===== config.mk =====
export PLATFORM = sky130hd
export DESIGN_NAME = verify_req_loader
export DESIGN_NICKNAME = d
export VERILOG_FILES = /design/src/rtl/verify_pkg.sv /design/src/rtl/vr_word_assembler.sv /design/src/rtl/verify_req_loader.sv
export SDC_FILE = /design/constraint.sdc
export NUM_CORES = 2
export LEC_CHECK = 0
export BUFFER_PORTS_ARGS = -buffer_cell sky130_fd_sc_hd__buf_2
export CAP_MARGIN = 5
export CORE_AREA = 2 2 418 420
export DETAILED_ROUTE_END_ITERATION = 6
export DIE_AREA = 0 0 420 422
export PLACE_DENSITY = 0.51
export SYNTH_ARGS = -nofsm -noshare
export SYNTH_HDL_FRONTEND = slang
export SYNTH_SLANG_ARGS = --single-unit

===== constraint.sdc =====
create_clock -name clk -period 2.42 [get_ports clk]
set_clock_uncertainty 0.05 [all_clocks]
set_input_delay 0.121 -clock clk [delete_from_list [all_inputs] [get_ports clk]]
set_output_delay 0.121 -clock clk [all_outputs]
set_load 0.01 [all_outputs]

===== src/rtl/verify_pkg.sv =====
// ============================================================================
// verify_pkg : shared widths, frame geometry and loader state encoding
// Revision   : 1.0
// ============================================================================
`default_nettype none

package verify_pkg;

  localparam int DEF_WORD_W = 32;
  localparam int DEF_SIG_W  = 512;
  localparam int DEF_MSG_W  = 256;
  localparam int DEF_PK_W   = 256;

  function automatic int frame_words(input int sig_w, input int msg_w,
                                     input int pk_w, input int word_w);
    return (sig_w + msg_w + pk_w) / word_w;
  endfunction

  localparam int DEF_FRAME_WORDS = frame_words(DEF_SIG_W, DEF_MSG_W, DEF_PK_W, DEF_WORD_W);

  typedef enum logic [2:0] {
    LOAD   = 3'd0,
    DRAIN  = 3'd1,
    LAUNCH = 3'd2,
    WAIT   = 3'd3,
    RESP   = 3'd4
  } vr_state_e;

endpackage

`default_nettype wire


===== src/rtl/vr_word_assembler.sv =====
// ============================================================================
// vr_word_assembler : word counter plus indexed write into the {pk,msg,sig} frame
// Revision          : 1.0
// ============================================================================
`default_nettype none

module vr_word_assembler #(
  parameter int WORD_W  = 32,
  parameter int N_WORDS = 32,
  parameter int CNT_W   = 6
) (
  input  logic                        clk,
  input  logic                        rst,
  input  logic                        wr_en_i,
  input  logic                        clr_i,
  input  logic [WORD_W-1:0]           data_i,
  output logic [N_WORDS*WORD_W-1:0]   frame_o,
  output logic [CNT_W-1:0]            cnt_o,
  output logic                        at_last_o
);

  logic [CNT_W-1:0] cnt_q;
  logic [CNT_W-1:0] cnt_d;

  always_comb begin
    cnt_d = cnt_q;
    if (clr_i) begin
      cnt_d = '0;
    end else if (wr_en_i) begin
      cnt_d = cnt_q + CNT_W'(1);
    end
  end

  always_ff @(posedge clk) begin
    if (rst) begin
      cnt_q <= '0;
    end else begin
      cnt_q <= cnt_d;
    end
  end

  // One register per word slot; only the slot matching the count is written.
  for (genvar k = 0; k < N_WORDS; k++) begin : g_word
    logic [WORD_W-1:0] word_q;

    always_ff @(posedge clk) begin
      if (rst) begin
        word_q <= '0;
      end else if (wr_en_i && (cnt_q == CNT_W'(k))) begin
        word_q <= data_i;
      end
    end

    assign frame_o[k*WORD_W +: WORD_W] = word_q;
  end

  assign cnt_o     = cnt_q;
  assign at_last_o = (cnt_q == CNT_W'(N_WORDS - 1));

endmodule

`default_nettype wire


===== src/rtl/verify_req_loader.sv =====
// ============================================================================
// verify_req_loader : deserialises {sig,msg,pk} frames, launches the checker
//                     and returns a single-beat verdict / error response
// Revision          : 1.0
// ============================================================================
`default_nettype none

module verify_req_loader
  import verify_pkg::*;
#(
  parameter int WORD_W      = DEF_WORD_W,
  parameter int SIG_W       = DEF_SIG_W,
  parameter int MSG_W       = DEF_MSG_W,
  parameter int PK_W        = DEF_PK_W,
  parameter int TIMEOUT_CYC = 1048576
) (
  input  logic              clk,
  input  logic              rst,
  input  logic              in_valid_i,
  input  logic [WORD_W-1:0] in_data_i,
  input  logic              in_last_i,
  output logic              in_ready_o,
  output logic              cv_valid_o,
  output logic [SIG_W-1:0]  cv_sig_o,
  output logic [MSG_W-1:0]  cv_msg_o,
  output logic [PK_W-1:0]   cv_pk_o,
  input  logic              cv_ready_i,
  input  logic              cv_result_i,
  output logic              res_valid_o,
  output logic              res_result_o,
  output logic              res_error_o,
  input  logic              res_ready_i,
  output logic              busy_o
);

  localparam int N_WORDS = frame_words(SIG_W, MSG_W, PK_W, WORD_W);
  localparam int CNT_W   = $clog2(N_WORDS) + 1;
  localparam int TMO_W   = $clog2(TIMEOUT_CYC + 2);
  localparam logic [TMO_W-1:0] TMO_LAST = TMO_W'(TIMEOUT_CYC - 1);

  vr_state_e                  state_q, state_d;
  logic [TMO_W-1:0]           tmo_q, tmo_d;
  logic                       seen_low_q, seen_low_d;
  logic                       res_result_q, res_result_d;
  logic                       res_error_q, res_error_d;

  logic                       wr_en;
  logic                       clr;
  logic                       accept;
  logic                       at_last;
  logic [CNT_W-1:0]           cnt;
  logic [N_WORDS*WORD_W-1:0]  frame;

  vr_word_assembler #(
    .WORD_W  (WORD_W),
    .N_WORDS (N_WORDS),
    .CNT_W   (CNT_W)
  ) u_asm (
    .clk       (clk),
    .rst       (rst),
    .wr_en_i   (wr_en),
    .clr_i     (clr),
    .data_i    (in_data_i),
    .frame_o   (frame),
    .cnt_o     (cnt),
    .at_last_o (at_last)
  );

  assign in_ready_o = !rst && ((state_q == LOAD) || (state_q == DRAIN));
  assign accept     = in_valid_i && in_ready_o;

  always_comb begin
    state_d      = state_q;
    tmo_d        = '0;
    seen_low_d   = 1'b0;
    res_result_d = res_result_q;
    res_error_d  = res_error_q;
    wr_en        = 1'b0;
    clr          = 1'b0;
    cv_valid_o   = 1'b0;

    case (state_q)
      LOAD: begin
        wr_en = accept;
        if (accept) begin
          if (in_last_i && at_last) begin
            state_d = LAUNCH;
          end else if (in_last_i) begin
            state_d      = RESP;
            res_result_d = 1'b0;
            res_error_d  = 1'b1;
          end else if (at_last) begin
            state_d = DRAIN;
          end
        end
      end
      DRAIN: begin
        if (accept && in_last_i) begin
          state_d      = RESP;
          res_result_d = 1'b0;
          res_error_d  = 1'b1;
        end
      end
      LAUNCH: begin
        if (cv_ready_i && !rst) begin
          cv_valid_o = 1'b1;
          state_d    = WAIT;
        end
      end
      WAIT: begin
        tmo_d      = tmo_q + TMO_W'(1);
        // A verdict is only trusted after the checker has visibly gone busy.
        seen_low_d = seen_low_q | ~cv_ready_i;
        if (cv_ready_i && seen_low_q) begin
          state_d      = RESP;
          res_result_d = cv_result_i;
          res_error_d  = 1'b0;
        end else if ((TIMEOUT_CYC != 0) && (tmo_q == TMO_LAST)) begin
          state_d      = RESP;
          res_result_d = 1'b0;
          res_error_d  = 1'b1;
        end
      end
      RESP: begin
        if (res_ready_i) begin
          state_d      = LOAD;
          clr          = 1'b1;
          res_result_d = 1'b0;
          res_error_d  = 1'b0;
        end
      end
      default: begin
        state_d = LOAD;
      end
    endcase
  end

  always_ff @(posedge clk) begin
    if (rst) begin
      state_q      <= LOAD;
      tmo_q        <= '0;
      seen_low_q   <= 1'b0;
      res_result_q <= 1'b0;
      res_error_q  <= 1'b0;
    end else begin
      state_q      <= state_d;
      tmo_q        <= tmo_d;
      seen_low_q   <= seen_low_d;
      res_result_q <= res_result_d;
      res_error_q  <= res_error_d;
    end
  end

  assign res_valid_o  = (state_q == RESP);
  assign res_result_o = res_result_q;
  assign res_error_o  = res_error_q;
  assign busy_o       = !((state_q == LOAD) && (cnt == '0));

  assign cv_sig_o = frame[0 +: SIG_W];
  assign cv_msg_o = frame[SIG_W +: MSG_W];
  assign cv_pk_o  = frame[SIG_W+MSG_W +: PK_W];

endmodule

`default_nettype wire


==> results.cfg <==
[run_status]
status = finished, final reports clean

[logic_synthesis]
synth-main-ff-cell = dfxtp_1
yosysTopAreaCellShare = 0.5655
synthAdderAreaFrac = 0.001672
synth-seq-cells = 1057
syn_area_per_cell_um2 = 7.774
yosysWarnings = 0
synth_common_cells = nand2_1, dfxtp_1, a21oi_1
synth_top_family_by_area = simple AND/OR/NAND/NOR gates
yosysSeqAreaShare = 0.5655
synthArstFlopShare = 0
synth.top_cells.by_area = dfxtp_1, nand2_1, a21oi_1
syn_inst = 4813
synth_compound_area_frac = 0.1414
synth_top_cell_by_area = dfxtp_1
synth-simple-area-share = 0.2312
synth_cell_types = 42
synth_area_um2 = 37420
synth_xor_area_frac = 0.005149
syn_nets = 4857
synth_edf_count = 0
synth_most_common_cell = nand2_1
synthMuxAreaShare = 0.0002675

[route]
routed_wl_um = 186700
drtAntennaViolNets = 0
vias = 36498
drt-pass1-iter-count = 6
dr.first_iter.drc_count = 3271
post_drt_wl_per_cell_um = 22.86
drcViolationCount = 0
avgViaCountPerCell = 4.469

[clock_tree]
cts_buffer_depth = 3
cts_made_buffers = 116
clock-sinks = 1057
clk-insertion-delay-late_ps = 750
path_clk_slew_ps = 60
cts_tree = yes
h-tree-depth = 3
cts_root_buf = clkbuf_16

[global_routing]
grt_usage = 0.2014
antenna_found_initial = 8
grt_pass1_vias = 33762
grt_pass1_wl_um = 257500
overflow = 0
grt_max_degree = 199

[timing]
min_period_over_period = 0.9476
min_period_ps = 2293
setup_tns_ps = 0
relSlewSlack = 0.2343
hold_slack_ps = 161.9
worst_pin_slew_ps = 1149
fmax_ghz = 0.4361
rsz0062_at_grt = false
final_hold_viol_count = 0
finalSetupViolCount = 0
final-max-slew-violation-count = 0

[critical_path]
path_max_fanout = 8
worstSetupPathType = register to output port
arrival_ps = 2120
crit_required_ps = 2250
end_kind = output port
start_kind = register

[final_layout]
final_nets = 5785
finalNonFillerCells = 8167
area_delta_synth_final_pct = 34.42
drive_gt1_frac = 0.2492

[floorplanning]
rows = 153
start_util = 0.2165
die_w_um = 420
dieArea_um2 = 177200
ios = 1069
die_h_um = 422
core_um2 = 172900

[placement]
port_buffers = 1068
gp_congestion = 0.7967
place_inst = 7908
dp_hpwl_um = 122200

[min_path]
hp-class = input port to register

[pwr]
p_leak_nw = 20.01
ir_drop_mv = 0.5483
p_per_area_nw_per_um2 = 739.7

[run]
drv_cap = 0
-- final timing paths --
path	cells past startpoint	startpoint	slack [ps]	end
setup / recovery	5	state_q[1]	130	cv_valid_o
hold / removal	4	cv_result_i	160	res_result_o
setup reg to reg	8	state_q[2]	190	u_asm.g_word[7].word_q[19]
hold reg to reg	1	tmo_q[0]	390	tmo_q[0]
-- where the power goes --
| group | leakage (nW) | total (W) | internal [W] | switching (W) |
|---|---|---|---|---|
| registers | 8.51 | 0.0175 | 0.0175 | 0.0000344 |
| logic | 9.63 | 0.00167 | 0.000356 | 0.00131 |
| clock network | 1.87 | 0.0180 | 0.0103 | 0.00772 |
-- cell type report --
type,count,area [um2]
flip-flops and latches,1057,21160
fillers,18578,122600
inverters,9,33.78
repair buffers,1260,7958
well taps,2325,2909
multi-input cells,3297,14380
clock inverters,36,450.4
clock buffers,179,3401
diodes,4,10.01
-- worst max-delay path: stages (launching register included) --
cell     delay (ps)
dfxtp_1         390
buf_4           180
inv_1           140
nor2_1          170
and3_1          270
buf_2           210
-- registers in the layout, summed over array words and instances, names as in the netlist --
signal	flops
u_asm.cnt_o	6
tmo_q	21
res_error_o	1
u_asm.g_word.word_q	1024
seen_low_q	1
res_result_o	1
state_q	3
-- through the flow --
step	instance area [um2]	util	setup WS [ps]	power, W
after global routing	50290	0.2909	22.66	0.03840
after floorplan	37420	-	417.4	0.01854
after detailed placement	46030	0.2663	53.65	0.01950
after global placement	46030	0.2663	60.10	0.01950
after CTS	50280	0.2909	28.87	0.03763
final	50300	0.2910	126.7	0.03721
-- kinds of logic after synthesis --
logic type	Yosys count
AND/OR/NAND/NOR	2221
adder cells (fa/ha/maj)	5
multiplexers	1
buffers and inverters	459
AO/OA/AOI/OAI	1048
flip-flops	1057
XOR/XNOR	22
-- per-layer routing --
metal / track usage / vias up / routed length (um)
li1: - / 17227 / -
met1: 0.2443 / 17447 / 74610
met2: 0.3422 / 1500 / 91210
met3: 0.04415 / 324 / 13410
met4: 0.08267 / 0 / 7476
met5: 0 / - / 0
-- placed cells by master, fill, tap and decap left out, drive strengths merged, types with 16 or more instances in the layout --
cell type and count:
nor2 46, a21oi 1029, clkbuf 179, nand3 23
dfxtp 1057, nand2 2067, inv 16, buf 1221
and3 19, dlygate4sd3 39, clkinv 18
-- repair_timing --
item,4_1_cts,5_1_grt
resized for setup,1,1
endpoints found under the setup margin,1,71
hold endpoints to repair,802,0
pin swaps,0,1
hold buffers,39,0
buffers inserted,0,1
No activity file was read; power rests on OpenSTA's default activity.
